### config.mk
export PLATFORM = sky130hd
export DESIGN_NAME = color_sequence_player
export DESIGN_NICKNAME = d
export VERILOG_FILES = /design/src/rtl/color_sequence_player.sv
export SDC_FILE = /design/constraint.sdc
export NUM_CORES = 1
export LEC_CHECK = 0
export ABC_AREA = 1
export CORE_MARGIN = 5
export CORE_UTILIZATION = 45
export DETAILED_ROUTE_END_ITERATION = 8
export DONT_BUFFER_PORTS = 1
export HOLD_SLACK_MARGIN = 0.06
export SYNTH_ARGS = -nofsm -noshare
export SYNTH_HDL_FRONTEND = slang
export SYNTH_SLANG_ARGS = --single-unit
### constraint.sdc
create_clock -name clk -period 2.4 [get_ports clk]
set_input_delay 0.24 -clock clk [delete_from_list [all_inputs] [get_ports clk]]
set_output_delay 0.24 -clock clk [all_outputs]
set_load 0.1 [all_outputs]
### src/rtl/color_sequence_player.sv
// Stores up to DEPTH 4-bit color codes and plays them back on an RGB LED,
// each shown for ON_CYCLES clocks followed by a GAP_CYCLES dark interval.
module color_sequence_player #(
  parameter int DEPTH      = 16,
  parameter int ON_CYCLES  = 50_000_000,
  parameter int GAP_CYCLES = 12_500_000
) (
  input  logic                       clk,
  input  logic                       rst_n,
  input  logic                       wr_en,
  input  logic [3:0]                 wr_color,
  input  logic                       clear,
  input  logic                       play,
  output logic                       busy,
  output logic                       full,
  output logic [$clog2(DEPTH+1)-1:0] count,
  output logic [3:0]                 cur_color,
  output logic [2:0]                 led_rgb,
  output logic                       done
);
  localparam int CW   = $clog2(DEPTH + 1);
  localparam int IW   = $clog2(DEPTH);
  localparam int MAXC = (ON_CYCLES > GAP_CYCLES) ? ON_CYCLES : GAP_CYCLES;
  localparam int TW   = $clog2(MAXC + 1);
  localparam logic [TW-1:0] ON_LOAD  = TW'(ON_CYCLES - 1);
  localparam logic [TW-1:0] GAP_LOAD = TW'(GAP_CYCLES - 1);

  typedef enum logic [1:0] {ST_IDLE, ST_ON, ST_GAP} state_t;

  state_t          state_q, state_d;
  logic [CW-1:0]   count_q, count_d;
  logic [IW-1:0]   idx_q, idx_d;
  logic [TW-1:0]   timer_q, timer_d;
  logic [3:0]      cur_color_q, cur_color_d;
  logic [2:0]      led_q, led_d;
  logic            busy_q, busy_d;
  logic            full_q, full_d;
  logic            done_q, done_d;
  logic            mem_we;
  logic [IW-1:0]   rd_idx;
  logic [3:0]      rd_color;
  logic            last_entry;
  logic [3:0]      color_mem [DEPTH];

  function automatic logic [2:0] code_to_rgb(input logic [3:0] c);
    case (c)
      4'd2:    code_to_rgb = 3'b100;
      4'd3:    code_to_rgb = 3'b011;
      4'd4:    code_to_rgb = 3'b110;
      4'd5:    code_to_rgb = 3'b101;
      default: code_to_rgb = 3'b000;
    endcase
  endfunction

  // The next color is fetched as the state enters ON, so the output flop
  // itself acts as the registered read of the storage array.
  assign rd_idx     = (state_q == ST_GAP) ? idx_q + IW'(1) : '0;
  assign rd_color   = color_mem[rd_idx];
  assign last_entry = ({1'b0, idx_q} == count_q - CW'(1));

  always_comb begin
    state_d     = state_q;
    count_d     = count_q;
    idx_d       = idx_q;
    timer_d     = timer_q;
    cur_color_d = cur_color_q;
    led_d       = led_q;
    busy_d      = busy_q;
    done_d      = 1'b0;
    mem_we      = 1'b0;
    if (clear) begin
      state_d     = ST_IDLE;
      count_d     = '0;
      idx_d       = '0;
      timer_d     = '0;
      cur_color_d = 4'd0;
      led_d       = 3'b000;
      busy_d      = 1'b0;
    end else begin
      case (state_q)
        ST_IDLE: begin
          if (play) begin
            if (count_q != '0) begin
              state_d     = ST_ON;
              idx_d       = '0;
              timer_d     = ON_LOAD;
              cur_color_d = rd_color;
              led_d       = code_to_rgb(rd_color);
              busy_d      = 1'b1;
            end else begin
              done_d = 1'b1;
            end
          end else if (wr_en && !full_q && (wr_color inside {[4'd2:4'd5]})) begin
            mem_we  = 1'b1;
            count_d = count_q + CW'(1);
          end
        end
        ST_ON: begin
          if (timer_q == '0) begin
            state_d     = ST_GAP;
            timer_d     = GAP_LOAD;
            cur_color_d = 4'd0;
            led_d       = 3'b000;
          end else begin
            timer_d = timer_q - TW'(1);
          end
        end
        ST_GAP: begin
          if (timer_q != '0) begin
            timer_d = timer_q - TW'(1);
          end else if (last_entry) begin
            state_d = ST_IDLE;
            idx_d   = '0;
            busy_d  = 1'b0;
            done_d  = 1'b1;
          end else begin
            state_d     = ST_ON;
            idx_d       = rd_idx;
            timer_d     = ON_LOAD;
            cur_color_d = rd_color;
            led_d       = code_to_rgb(rd_color);
          end
        end
        default: begin
          state_d = ST_IDLE;
          busy_d  = 1'b0;
        end
      endcase
    end
    full_d = (count_d == CW'(DEPTH));
  end

  always_ff @(posedge clk or negedge rst_n) begin
    if (!rst_n) begin
      state_q     <= ST_IDLE;
      count_q     <= '0;
      idx_q       <= '0;
      timer_q     <= '0;
      cur_color_q <= 4'd0;
      led_q       <= 3'b000;
      busy_q      <= 1'b0;
      full_q      <= 1'b0;
      done_q      <= 1'b0;
    end else begin
      state_q     <= state_d;
      count_q     <= count_d;
      idx_q       <= idx_d;
      timer_q     <= timer_d;
      cur_color_q <= cur_color_d;
      led_q       <= led_d;
      busy_q      <= busy_d;
      full_q      <= full_d;
      done_q      <= done_d;
    end
  end

  // Storage has no reset; only entries below count are ever read.
  always_ff @(posedge clk) begin
    if (mem_we) color_mem[count_q[IW-1:0]] <= wr_color;
  end

  assign busy      = busy_q;
  assign full      = full_q;
  assign count     = count_q;
  assign cur_color = cur_color_q;
  assign led_rgb   = led_q;
  assign done      = done_q;
endmodule
## Word level (Yosys, flattened, before mapping)

Memories as Yosys holds them, arrays and structs flattened.
Index checks and enable logic that the tools add are counted.

- Flip-flop bits (word level): 47
- Bits in writable memories: 64
- Input bits: 9
- Output and inout port bits: 15
- Logic and storage cells: 105
- Memories kept: 1

Memory list:

| name | depth | width | rd ports | clocked after Yosys merged registers in | write ports | RTL line | text |
|---|---|---|---|---|---|---|---|
| color_mem | 16 | 4 | 1 | 0 | 1 | 43 | `logic [3:0] color_mem [DEPTH];` |

- $add $sub $neg: 4
- $lt $le $gt $ge: 2
- Eq/ne operators: 16
- Muxes and demuxes: 58
- Reductions and logical operators: 15

Operator list:

| cell | count |
|---|---|
| 26-bit two-way mux | 6 |
| 26-bit case mux with 3 select lines | 1 |
| 4-bit two-way mux | 12 |
| 26-bit zero test | 1 |
| 26-bit nonzero test | 1 |
| 26-bit by 1-bit subtractor with 26-bit output (second input constant) | 1 |
| 5-bit two-way mux | 4 |
| 3-bit two-way mux | 6 |
| 3-bit inequality test (second input constant) | 6 |
| 1-bit two-way mux | 17 |
| 3-bit case mux with 4 select lines | 1 |
| 4-bit case mux with 3 select lines | 1 |
| 4-bit AND reduction | 3 |
| 2-bit two-way mux | 5 |
| 3-bit case mux with 3 select lines | 1 |
| 4-bit by 2-bit == test with 1-bit output (second input constant) | 2 |
| 4-bit by 3-bit == test with 1-bit output (second input constant) | 2 |
| 4-bit case mux with 2 select lines | 1 |
| 2-bit case mux with 3 select lines | 1 |
| 6-bit AND reduction | 1 |
| 5-bit by 1-bit adder with 5-bit output (second input constant) | 1 |
| 4-bit by 5-bit == test with 1-bit output | 1 |
| 5-bit == test (second input constant) | 1 |
| 5-bit AND reduction | 1 |
| 16 further kinds | 18 |

## Depth between registers and ports, before layout

Gate-level depths: netlist of run 1.

- Depth in word-level cells: 9
- Gate-level depth with buffers: 17
- Gate-level depth less buffers: 15

## Worst setup path after synthesis of run 1

OpenSTA, ideal clock, no wires.

- Path type: reg-to-reg
- Start: reg count_q[0] (netlist: count[0])
- End: reg timer_q[0]
- Library setup time: 129 ps
- Arrival: 2578 ps
- Required time: 2271 ps
- Path slack: -307 ps
- Stages on the path, launching flop included: 12
- Buffers on the path: 0
- Period minus slack after synthesis: 2707 ps
- Path through: dfrtp_1 > inv_1 > ha_1 > or2_1 > nand3_1 > nand3_1 > nor2_2 > nand3_1 > nand3_2 > inv_2 > o21ai_0 > o21ai_0

- Cells in the longest elaborated chain, start to end: 4
- Elaborated cells on any way between the ends: 6
- Classes of those cells: add/sub (1); eq/ne (3); reduce/logical (2)

Ends and longest elaborated chain:

| element | RTL line | text |
|---|---|---|
| from (decl) | 31 | `logic [CW-1:0] count_q, count_d;` |
| from (signal assigned) | 146 | `count_q <= count_d;` |
| 5-bit by 1-bit subtractor with 5-bit output | 59 | `assign last_entry = ({1'b0, idx_q} == count_q - CW'(1));` |
| 4-bit by 5-bit == test with 1-bit output | 59 |  |
| 4-bit by 3-bit inequality test with 1-bit output (no source line) | -- |  |
| 4-bit AND reduction (no source line) * | -- |  |
| to (signal assigned) | 148 | `timer_q <= timer_d;` |
| to (decl) | 33 | `logic [TW-1:0] timer_q, timer_d;` |

Mark *: on every way between the ends. The rest lies on a longest branch, timed or not.
A chain may end at the register's enable or synchronous reset.

## Worst setup path after layout of run 1

- Start: reg state_q[1]
- End: mem color_mem[2][0] (enable)

- Cells in the longest elaborated chain, start to end: 5

Ends and longest elaborated chain:

| element | RTL line | text |
|---|---|---|
| from (decl) | 30 | `state_t state_q, state_d;` |
| from (signal assigned) | 145 | `state_q <= state_d;` |
| 2-bit zero test | 80 | `case (state_q)` |
| 1-bit two-way mux | 80 |  |
| 1-bit two-way mux | 71 | `if (clear) begin` |
| 1-bit two-way mux | 159 | `if (mem_we) color_mem[count_q[IW-1:0]] <= wr_color;` |
| 1-bit two-way mux (not written as such) | 159 |  |
| to (decl) | 43 |  |

Every way passes these cells.

==> results by group, run 1 <==
STA
  – Worst clock skew: approximately 0.0075 ns
  – Final hold violations: 0
  – Fin Setup TNS: 0 ns
  – Max-slew headroom: roughly two fifths
  – Fmax: 443 MHz
  – Slew Viols, Final: 0
  – Fin crit share: 94.1%
  – Worst-Margin Slew: around 0.9 ns
  – RSZ-0062 raised after global routing: false
  – Clock period minus worst slack: 2.26 ns
  – Setup-failing EPs final: 0

Hold path
  – Hold Startpoint: play
  – Class of the worst hold path: in -> reg
  – Hold Path End: done
  – Min-Delay Path Depth: 2

Layout
  – Layout area overhead: 11.7%
  – Layout cells sized above 1: a little over a tenth
  – Design area: 6860 sq um
  – Nets: 791
  – Non-Filler Instances: 951
  – Most common cell after layout, fill and taps aside: nand2_1
  – N_diodes: 0
  – Most frequent cells in the layout: nand2_1, nand3_1, inv_1

Critical path
  – Reg2Reg Depth: 8
  – Worst path max stage delay: about 0.42 ns
  – WS Path Type: reg -> reg
  – CP max FO: 4
  – Worst setup SP type: flip-flop
  – Flop2flop setup slack: roughly 0.14 ns
  – Arrival @ worst endpoint: around 2.3 ns
  – CP max-delay cell: dfrtp_1
  – Worst setup EP type: flip-flop
  – CP top delay family: simple AND/OR/NAND/NOR gates
  – Critical path, cell by cell: inv_1 -> ha_1 -> inv_1 -> nor2_1 -> nand3_1 -> nor2_1 -> nand2_1 -> nor2_1
  – Critical Path RT: ~2.4 ns
  – Critical path buffers and inverters: 2
  – CP most frequent cell: nor2_1
  – Worst R2R Start: state_q[1]
  – Worst R2R End: color_mem[2][0]

Route
  – DRC: 0
  – DR vias/cell: ~5.2
  – WL final: around 15000 microns
  – WL per Instance: about 16 microns
  – DR pass1 iterations: 5
  – Iteration-0 DRC Markers: slightly above 500
  – Routed via count: between 4k and 5k
  – Routed Antenna Nets: 0

Place
  – Post-placement cell count: 927
  – Buffers on Ports: 0
  – Post-DP HPWL: roughly 11000 microns
  – Placed cell areas: between 6000 and 7000 sq um
  – Gpl congestion: 0.913

Clock network
  – CTS tree: yes
  – Sink Count: between 100 and 150
  – Total CTS buffers: 9
  – Htree depth: 3
  – Clk root buf: clkbuf_16
  – Worst skew pair latency: ~0.36 ns
  – Register clock-pin slew on the reported worst setup and hold paths: 0.07 ns
  – Max Root-Sink Buffers: 2

GRT
  – Gr usage total: slightly below 20%
  – First-pass GRT wire length: approximately 25000 microns
  – Largest net degree at the start of global routing: 48
  – Total global routing overflow: 0
  – Initial antenna violation count: 0
  – Vias in the first global route: between 4k and 5k

Synth
  – Post-Synth Simple-Gate Area: about 30%
  – Post-Synth XOR/XNOR Area: between 2 and 3%
  – Synthesis Warnings: 0
  – Largest family of logic cells by synthesized area: simple AND/OR/NAND/NOR gates
  – Post-synthesis sequential area ratio: between 50% and 60%
  – Register bit count reported by yosys: between 100 and 150
  – Mux cell area share after synthesis: 0%
  – Synth Area in Compound Gates: approximately 5.4%
  – Syn Nets: 763
  – Synth Area in Adders: 2.45%
  – Cell variety after synth: 34
  – Syn Std Cell Area: 6140 sq um
  – Cell count after synthesis: around 740
  – Avg Inst Size Synth: between 8 and 9 sq um

Power
  – Sw Pwr: about 3.2 mW
  – Clk pwr share: between 20% and 30%
  – Fraction of power spent switching nets: 43.5%
  – Peak supply drop: between 0.0007 and 0.0008 V
  – Comb power frac: roughly 44%
  – Cell-internal power: 4.10 mW
  – Leak: between 3 and 4 nW
  – Flop pwr share: roughly 34%
  – Cell Pwr Density: approximately 1100 nW/um^2

Status
  – Outcome: complete, no violations

Floorplan
  – Die Y: between 100 and 150 microns
  – Row Count: 42
  – Die area: between 15000 and 20000 sq um
  – Die W: between 100 and 150 microns
  – Core footprint: ~13000 sq um
  – Initial core utilization: between 40% and 50%
  – IO Count: 24

Flow run
  – Max-cap violations: 0
[state kept, by name, indices dropped and copies added, names as in the netlist]
| name | cells |
|---|---|
| done | 1 |
| timer_q | 26 |
| state_q | 2 |
| count | 5 |
| full | 1 |
| color_mem | 64 |
| cur_color | 4 |
| idx_q | 4 |
| led_rgb | 3 |
| busy | 1 |
[per-stage QoR]
stage | power, mW | utilization (%) | hold slack [ns] | setup WS [ns]
after floorplan | 4.88 | - | -0.0556 | 0.0485
after global placement | 5.51 | 48.4 | -0.0543 | 0.0118
after detailed placement | 5.56 | 48.4 | -0.0543 | 0.0422
after CTS | 7.26 | 51.4 | 0.110 | 0.0263
after global routing | 7.73 | 51.6 | 0.116 | 0.00553
final | 7.25 | 51.6 | 0.123 | 0.143
[repair_timing]
item,CTS,global route
hold buffers,7,0
endpoints found under the hold margin,115,0
setup buffers,0,1
setup endpoints to repair,0,12
resized for setup,0,6
[synth_stat cells, drive strengths merged]
master    n  share of area, %
buf      18               2.4
nand4     9               1.2
xnor2     6              0.86
inv     100               6.1
or2       1              0.10
ha       12               2.4
and2      1              0.10
nand2   203                13
nor3      6              0.49
nor3b     1              0.12
o21ai    43               3.6
xor2     14               2.0
a21oi    19               1.6
o211ai    2              0.24
nor2     91               6.6
dfrtp    47                19
nand3   101               8.6
edfxtp   64                31
clkbuf    3              0.18
nand3b    1              0.12
[power by group through the flow]
stage / combinational (mW) / sequential [mW] / clock (mW)
final: 3.16 / 2.45 / 1.64
after global routing: 3.51 / 2.48 / 1.74
after CTS: 3.14 / 2.44 / 1.67
after detailed placement: 3.08 / 2.48 / 0
after global placement: 3.03 / 2.48 / 0
after floorplan: 2.07 / 2.81 / 0
[layer usage]
layer	GRT usage (%)	wire (microns)	up-vias
met5	0	0	-
met3	4.20	830	23
met4	6.31	308	0
met1	26.4	6760	2344
li1	-	-	2447
met2	32.0	7370	148
[worst max-delay path by stage]
stage | startpoint | endpoint | slack (ns) | cells after the start
final | state_q[1] | color_mem[2][0] | 0.14 | 8
after global routing | timer_q[0] | cur_color[3] | 0.006 | 12
after CTS | timer_q[0] | timer_q[25] | 0.03 | 11
after detailed placement | timer_q[0] | timer_q[25] | 0.04 | 11
after global placement | timer_q[0] | timer_q[25] | 0.01 | 11
after floorplan | count[0] | timer_q[0] | 0.05 | 11
[cell families after synthesis]
| kind of cell | after synthesis |
|---|---|
| and+or+nand+nor | 414 |
| adders and majority gates | 12 |
| xor gates and xnor gates | 20 |
| buffers and inverters | 121 |
| DFF | 111 |
| AOI/OAI and AO/OA | 64 |
[layout make-up]
cell class                 instances  area, sq um
clock buffer                      10          229
clock inverter                     6         92.6
fill                            1256         6440
inverter                         100          375
multi-input combinational        510         2520
sequential                       111         3100
tap                              176          220
timing repair buffer              38          324
Note: power is estimated with default switching activity, not from simulation.
==> run 2: changes to the inputs <==
- ABC_CLOCK_PERIOD_IN_PS: not set -> 2400
- CELL_PAD_IN_SITES_DETAIL_PLACEMENT: not set -> 0
- CELL_PAD_IN_SITES_GLOBAL_PLACEMENT: not set -> 1
- PLACE_DENSITY_LB_ADDON: not set -> 0.1
==> run 2 against run 1 <==
Count of clock-buffer cells in the layout grew 1; first-iteration DRC count fell by 30%; via count shrank 0.40%; total power fell by 1.7%; cell area up 0.64%; sequential power up 2%; combinational power barely moved; setup slack better by 0.081 ns; global-route usage up 0.67 points; cell count increased by 0.53%; wire length grew 0.90%; critical endpoint is now timer_q[1]; largest cell class unchanged.
==> results by group, run 2 (synthesis gave the netlist of run 1 again) <==
STA
  – Worst clock skew: 0.00910 ns (+0.00165 ns)
  – Fin crit share: 90.7% (-3.4 points)
  – RSZ-0062 raised after global routing: false
  – Clock period minus worst slack: 2.18 ns (-0.0813 ns)
  – Setup-failing EPs final: 0 (unchanged)
  – Max-slew headroom: 39.8% (-1.6 points)
  – Fin Setup TNS: 0 ns (unchanged)
  – Final Hold Slack: 0.0748 ns (-0.0484 ns)
  – Final hold violations: 0 (unchanged)
  – Fmax: 460 MHz (+3.7%)
  – Slew Viols, Final: 0 (unchanged)
  – Worst-Margin Slew: 0.903 ns (+0.0233 ns)

Clock network
  – Htree depth: 3 (unchanged)
  – Total CTS buffers: 9 (unchanged)
  – CTS tree: yes
  – Max Root-Sink Buffers: 2 (unchanged)
  – Register clock-pin slew on the reported worst setup and hold paths: 0.07 ns (about the same)
  – Sink Count: 111 (unchanged)
  – Clk root buf: clkbuf_16
  – Worst skew pair latency: 0.36 ns (about the same)

Route
  – Iteration-0 DRC Markers: 363 (-30%)
  – WL final: 15400 microns (+0.90%)
  – Routed via count: 4942 (-0.40%)
  – DR vias/cell: 5.17 (-0.92%)
  – WL per Instance: 16.1 microns (+0.37%)
  – DRC: 0 (unchanged)
  – DR pass1 iterations: 7 (+2)
  – Routed Antenna Nets: 0 (unchanged)

Layout
  – Nets: 796 (+0.63%)
  – Most common cell after layout, fill and taps aside: nand2_1
  – N_diodes: 0 (unchanged)
  – Number of flip-flops under the largest register name: 64 (unchanged)
  – Most frequent cells in the layout: nand2_1, nand3_1, inv_1
  – Layout filler cell count: 1302 (+3.7%)
  – Layout area overhead: 12.5%
  – Design area: 6900 sq um (+0.64%)
  – Layout cells sized above 1: 11.9% (+1.1 points)

Hold path
  – Class of the worst hold path: in -> reg
  – Hold Startpoint: play

Place
  – Gpl congestion: 0.876 (-4.1%)
  – Post-DP HPWL: 11000 microns (-0.58%)
  – Placed cell areas: 6480 sq um (+0.86%)
  – Buffers on Ports: 0 (unchanged)

Critical path
  – Worst setup SP type: flip-flop
  – Worst setup endpoint: timer_q[1]
  – CP max-delay cell: dfrtp_1
  – Arrival @ worst endpoint: 2.45 ns (+0.18 ns)
  – Critical path buffers and inverters: 3 (+1)
  – Flop2flop setup slack: 0.22 ns (+0.08 ns)
  – Worst R2R End: timer_q[1]
  – Worst setup EP type: flip-flop
  – Worst path max stage delay: 0.43 ns (about the same)
  – CP top delay family: simple AND/OR/NAND/NOR gates
  – WS Path Type: reg -> reg
  – Critical path, cell by cell: inv_1 -> ha_1 -> inv_1 -> nand2_1 -> nor3_1 -> nor2_2 -> nand3_2 -> inv_2 -> o21ai_0 -> o21ai_0
  – Critical path depth: 10 (+2)
  – Reg2Reg Depth: 10 (+2)
  – CP max FO: 10 (+6)
  – Worst R2R Start: state_q[1]
  – CP Launch Point: state_q[1]
  – Critical Path RT: 2.67 ns (+0.26 ns)

Status
  – Outcome: complete, no violations

Power
  – Peak supply drop: 0.000595 V (-22%)
  – Cell Pwr Density: 1030 nW/um^2 (-2.3%)
  – Leak: 3.16 nW (-0.19%)
  – Total power: 7.12 mW (-1.7%)

Floorplan
  – Die W: 127 microns (unchanged)
  – Initial core utilization: 46.2% (unchanged)
  – Row Count: 42 (unchanged)
  – Core footprint: 13300 sq um (unchanged)
  – Die Y: 127 microns (unchanged)
  – IO Count: 24 (unchanged)
  – Die area: 16100 sq um (unchanged)

GRT
  – Largest net degree at the start of global routing: 48 (unchanged)
  – Total global routing overflow: 0 (unchanged)
  – First-pass GRT wire length: 25600 microns (+2.8%)
  – Gr usage total: 20.3% (+0.67 points)
  – Vias in the first global route: 4823 (+1.3%)
  – Initial antenna violation count: 0 (unchanged)

Flow run
  – Max-cap violations: 0 (unchanged)
## run 2: cell types whose count changed in the layout (fill, tap and decap cells not counted), sizes merged
cell      before  now
buf           32   36
clkbuf        10   11
inv          103  101
bufinv         2    0
clkinvlp       0    4
## run 2: where the power goes
| group | switching [mW] | leakage, nW | total (mW) | internal, mW |
|---|---|---|---|---|
| Clock | 0.700 | 0.137 | 1.44 | 0.743 |
| Combinational | 2.21 | 1.83 | 3.19 | 0.974 |
| Sequential | 0.252 | 1.20 | 2.49 | 2.24 |
| Total | 3.16 | 3.16 | 7.12 | 3.96 |
## run 2: layout make-up
class / count / area (sq um) / share of cell area, %
Clock buffer: 11 / 243 / 3.52
Clock inverter: 5 / 38.8 / 0.562
Inverter: 100 / 383 / 5.55
Multi-Input combinational cell: 510 / 2530 / 36.7
Sequential cell: 111 / 3100 / 44.9
Tap cell: 176 / 220 / 3.19
Timing Repair Buffer: 42 / 383 / 5.55
Timing Repair inverter: 1 / 5.00 / 0.0725
## run 2: metal layers
metal	track usage [%]	up-vias	routed length [microns]
met2	29.4	147	6480
met5	0	-	0
met4	7.76	0	302
met1	30.8	2311	7680
li1	-	2466	-
met3	3.11	18	939
## run 2: timing repair
action / 4_1_cts / 5_1_grt
gates resized for setup: 0 / 10
hold endpoints to repair: 115 / 0
buffers inserted: 0 / 1
setup endpoints to repair: 0 / 8
hold buffers: 7 / 0
## run 2: how the worst min path moves through the flow
stage              endpoint  slack, ns  cells after the start
2_1_floorplan          busy      -0.06                      0
3_5_place_dp           full      -0.05                      0
4_1_cts                done       0.06                      2
3_3_place_gp   cur_color[3]      -0.05                      0
5_1_grt                done       0.08                      2
6_report               done       0.07                      2
## run 2: metrics by stage
stage,worst slack [ns],cells,utilization (%)
global route,0.0101,956,51.9
detailed placement,0.133,931,48.8
floorplan,0.0485,742,-
global placement,0.221,931,48.8
CTS,0.114,954,51.5
finish,0.224,956,51.9
==> run 3: changes to the inputs <==
- CORE_UTILIZATION: 45 -> 49
==> run 3 against run 2 <==
Die area shrank 7.5%; register-to-register slack lost 0.03 ns; first-iteration DRC count grew 34%; clock power grew 4%; non-clock buffer count shrank 3; critical endpoint is now timer_q[0]; clock skew shrank 0.0022 ns; wire length shrank 3.8%.
==> results by group, run 3 (synthesis gave the netlist of run 1 again) <==
Status
  – Outcome: complete, no violations

Clock network
  – Htree depth: 3 (unchanged)
  – Setup bufs post-CTS: 0 (unchanged)
  – Register clock-pin slew on the reported worst setup and hold paths: 0.07 ns (about the same)
  – Total CTS buffers: 9 (unchanged)
  – Sink Count: 111 (unchanged)
  – Clk root buf: clkbuf_16
  – Max Root-Sink Buffers: 2 (unchanged)
  – Worst skew pair latency: 0.35 ns (about the same)
  – CTS tree: yes

Power
  – Sw Pwr: 3.11 mW (-1.6%)
  – Cell-internal power: 3.97 mW (+0.39%)
  – Clk pwr share: 21.1% (+0.8 points)
  – Peak supply drop: 0.000696 V (+17%)
  – Flop pwr share: 35.6% (+0.6 points)
  – Cell Pwr Density: 1030 nW/um^2 (+0.22%)
  – Comb power frac: 43.3% (-1.4 points)
  – Leak: 3.15 nW (-0.32%)
  – Fraction of power spent switching nets: 43.9% (-0.49 points)

Floorplan
  – Core footprint: 12200 sq um (-8.5%)
  – Initial core utilization: 50.5% (+4.3 points)
  – Row Count: 40 (-4.8%)
  – Die area: 14900 sq um (-7.5%)
  – Die Y: 122 microns (-3.8%)
  – Die W: 122 microns (-3.8%)
  – IO Count: 24 (unchanged)

Critical path
  – CP max-delay cell: dfrtp_1
  – Worst R2R Start: timer_q[0]
  – Worst R2R End: timer_q[0]
  – WS Path Type: reg -> reg
  – CP Launch Point: timer_q[0]
  – CP max FO: 14 (+4)
  – Worst setup SP type: flip-flop
  – Arrival @ worst endpoint: 2.47 ns (+0.02 ns)
  – Worst setup endpoint: timer_q[0]
  – Worst path max stage delay: 0.37 ns (-0.06 ns)
  – Flop2flop setup slack: 0.19 ns (-0.03 ns)
  – Worst setup EP type: flip-flop
  – Reg2Reg Depth: 10 (unchanged)
  – Critical path, cell by cell: inv_1 -> ha_1 -> nand3_1 -> nor2_4 -> nand3_2 -> nor2_8 -> nand4_4 -> nand2_4 -> inv_2 -> o21ai_0
  – Critical Path RT: 2.66 ns (about the same)

Route
  – Routed Antenna Nets: 0 (unchanged)
  – Routed via count: 4880 (-1.3%)
  – Iteration-0 DRC Markers: 486 (+34%)
  – WL final: 14800 microns (-3.8%)
  – DRC: 0 (unchanged)
  – WL per Instance: 15.7 microns (-2.5%)
  – DR pass1 iterations: 4 (-3)
  – DR vias/cell: 5.17 (about the same)

Layout
  – Layout area overhead: 11.7%
  – N_diodes: 0 (unchanged)
  – Non-Filler Instances: 944 (-1.3%)
  – Nets: 792 (-0.50%)
  – Most common cell after layout, fill and taps aside: nand2_1
  – Most frequent cells in the layout: nand2_1, nand3_1, inv_1
  – Layout cells sized above 1: 11.1% (-0.84 points)
  – Number of flip-flops under the largest register name: 64 (unchanged)

GRT
  – Grt met3 use: 4.55% (+1.4 points)
  – Vias in the first global route: 4628 (-4.0%)
  – Largest net degree at the start of global routing: 48 (unchanged)
  – Total global routing overflow: 0 (unchanged)
  – Gr usage total: 21.4% (+1.0 points)
  – Initial antenna violation count: 0 (unchanged)
  – GR Util met2: 32.3% (+3.0 points)
  – M1 GR Usage: 31.8% (+0.97 points)
  – First-pass GRT wire length: 24300 microns (-5.1%)
  – GRT busiest layer: met2

Place
  – Post-placement cell count: 920 (-1.2%)
  – Worst slack at placement: 0.127 ns (-0.00679 ns)
  – Buffers on Ports: 0 (unchanged)
  – Post-DP HPWL: 10700 microns (-3.0%)
  – Gpl congestion: 0.918 (+4.8%)

STA
  – Worst clock skew: 0.00692 ns (-0.00219 ns)
  – Final hold violations: 0 (unchanged)
  – Setup-failing EPs final: 0 (unchanged)
  – Final Hold Slack: 0.154 ns (+0.0790 ns)
  – Slew Viols, Final: 0 (unchanged)
  – Max-slew headroom: 40.6% (+0.79 points)
  – Clock period minus worst slack: 2.21 ns (+0.0347 ns)
  – Fmax: 452 MHz (-1.6%)
  – Worst setup margin: 0.189 ns (-0.0347 ns)
  – Fin Setup TNS: 0 ns (unchanged)
  – Worst-Margin Slew: 0.891 ns (-0.0118 ns)
  – RSZ-0062 raised after global routing: false
  – Fin crit share: 92.1% (+1.4 points)

Hold path
  – Class of the worst hold path: in -> reg

Flow run
  – Max-cap violations: 0 (unchanged)
-- run 3: layout make-up --
type	count	area, sq um
well taps	168	210
multi-input cells	510	2520
clock inverters	5	58.8
repair buffers	39	350
clock buffers	11	233
fillers	1130	5310
inverters	100	379
flip-flops and latches	111	3100
-- run 3: worst max-delay path: cells and delay by family, from the launching register on --
kind / cells / cell delay, ns
AO/OA/AOI/OAI: 1 / 0.20
flip-flops: 1 / 0.37
buffers and inverters: 2 / 0.26
adder cells (fa/ha/maj): 1 / 0.21
AND/OR/NAND/NOR: 6 / 1.08
-- run 3: worst min-delay path by stage --
stage,start,cells past startpoint,to
6_report,clear,3,busy
5_1_grt,clear,3,busy
4_1_cts,clear,3,busy
2_1_floorplan,rst_n,0,busy
3_3_place_gp,rst_n,0,count[3]
3_5_place_dp,rst_n,0,count[3]
-- run 3: per-stage QoR --
step / utilization [%] / power (mW) / area, sq um
floorplan: - / 4.88 / 6140
global placement: 52.9 / 5.50 / 6440
detailed placement: 52.9 / 5.54 / 6440
CTS: 56.1 / 7.10 / 6830
global route: 56.4 / 7.58 / 6850
finish: 56.4 / 7.09 / 6850
-- run 3: power by group through the flow --
stage / sequential (mW) / clock (mW) / combinational [mW]
6_report: 2.52 / 1.50 / 3.07
5_1_grt: 2.55 / 1.61 / 3.42
4_1_cts: 2.52 / 1.54 / 3.04
3_5_place_dp: 2.56 / 0 / 2.98
3_3_place_gp: 2.55 / 0 / 2.95
2_1_floorplan: 2.81 / 0 / 2.07
-- run 3: metal layers --
metal,vias up,part of all wire [%]
met5,-,0
met4,0,0.73
met3,8,5.2
met2,96,44
met1,2320,50
li1,2456,-
-- run 3: what timing repair did --
action | in CTS | in global routing
gates resized for setup | 0 | 9
hold endpoints to repair | 115 | 0
hold buffers | 8 | 0
endpoints found under the setup margin | 0 | 7
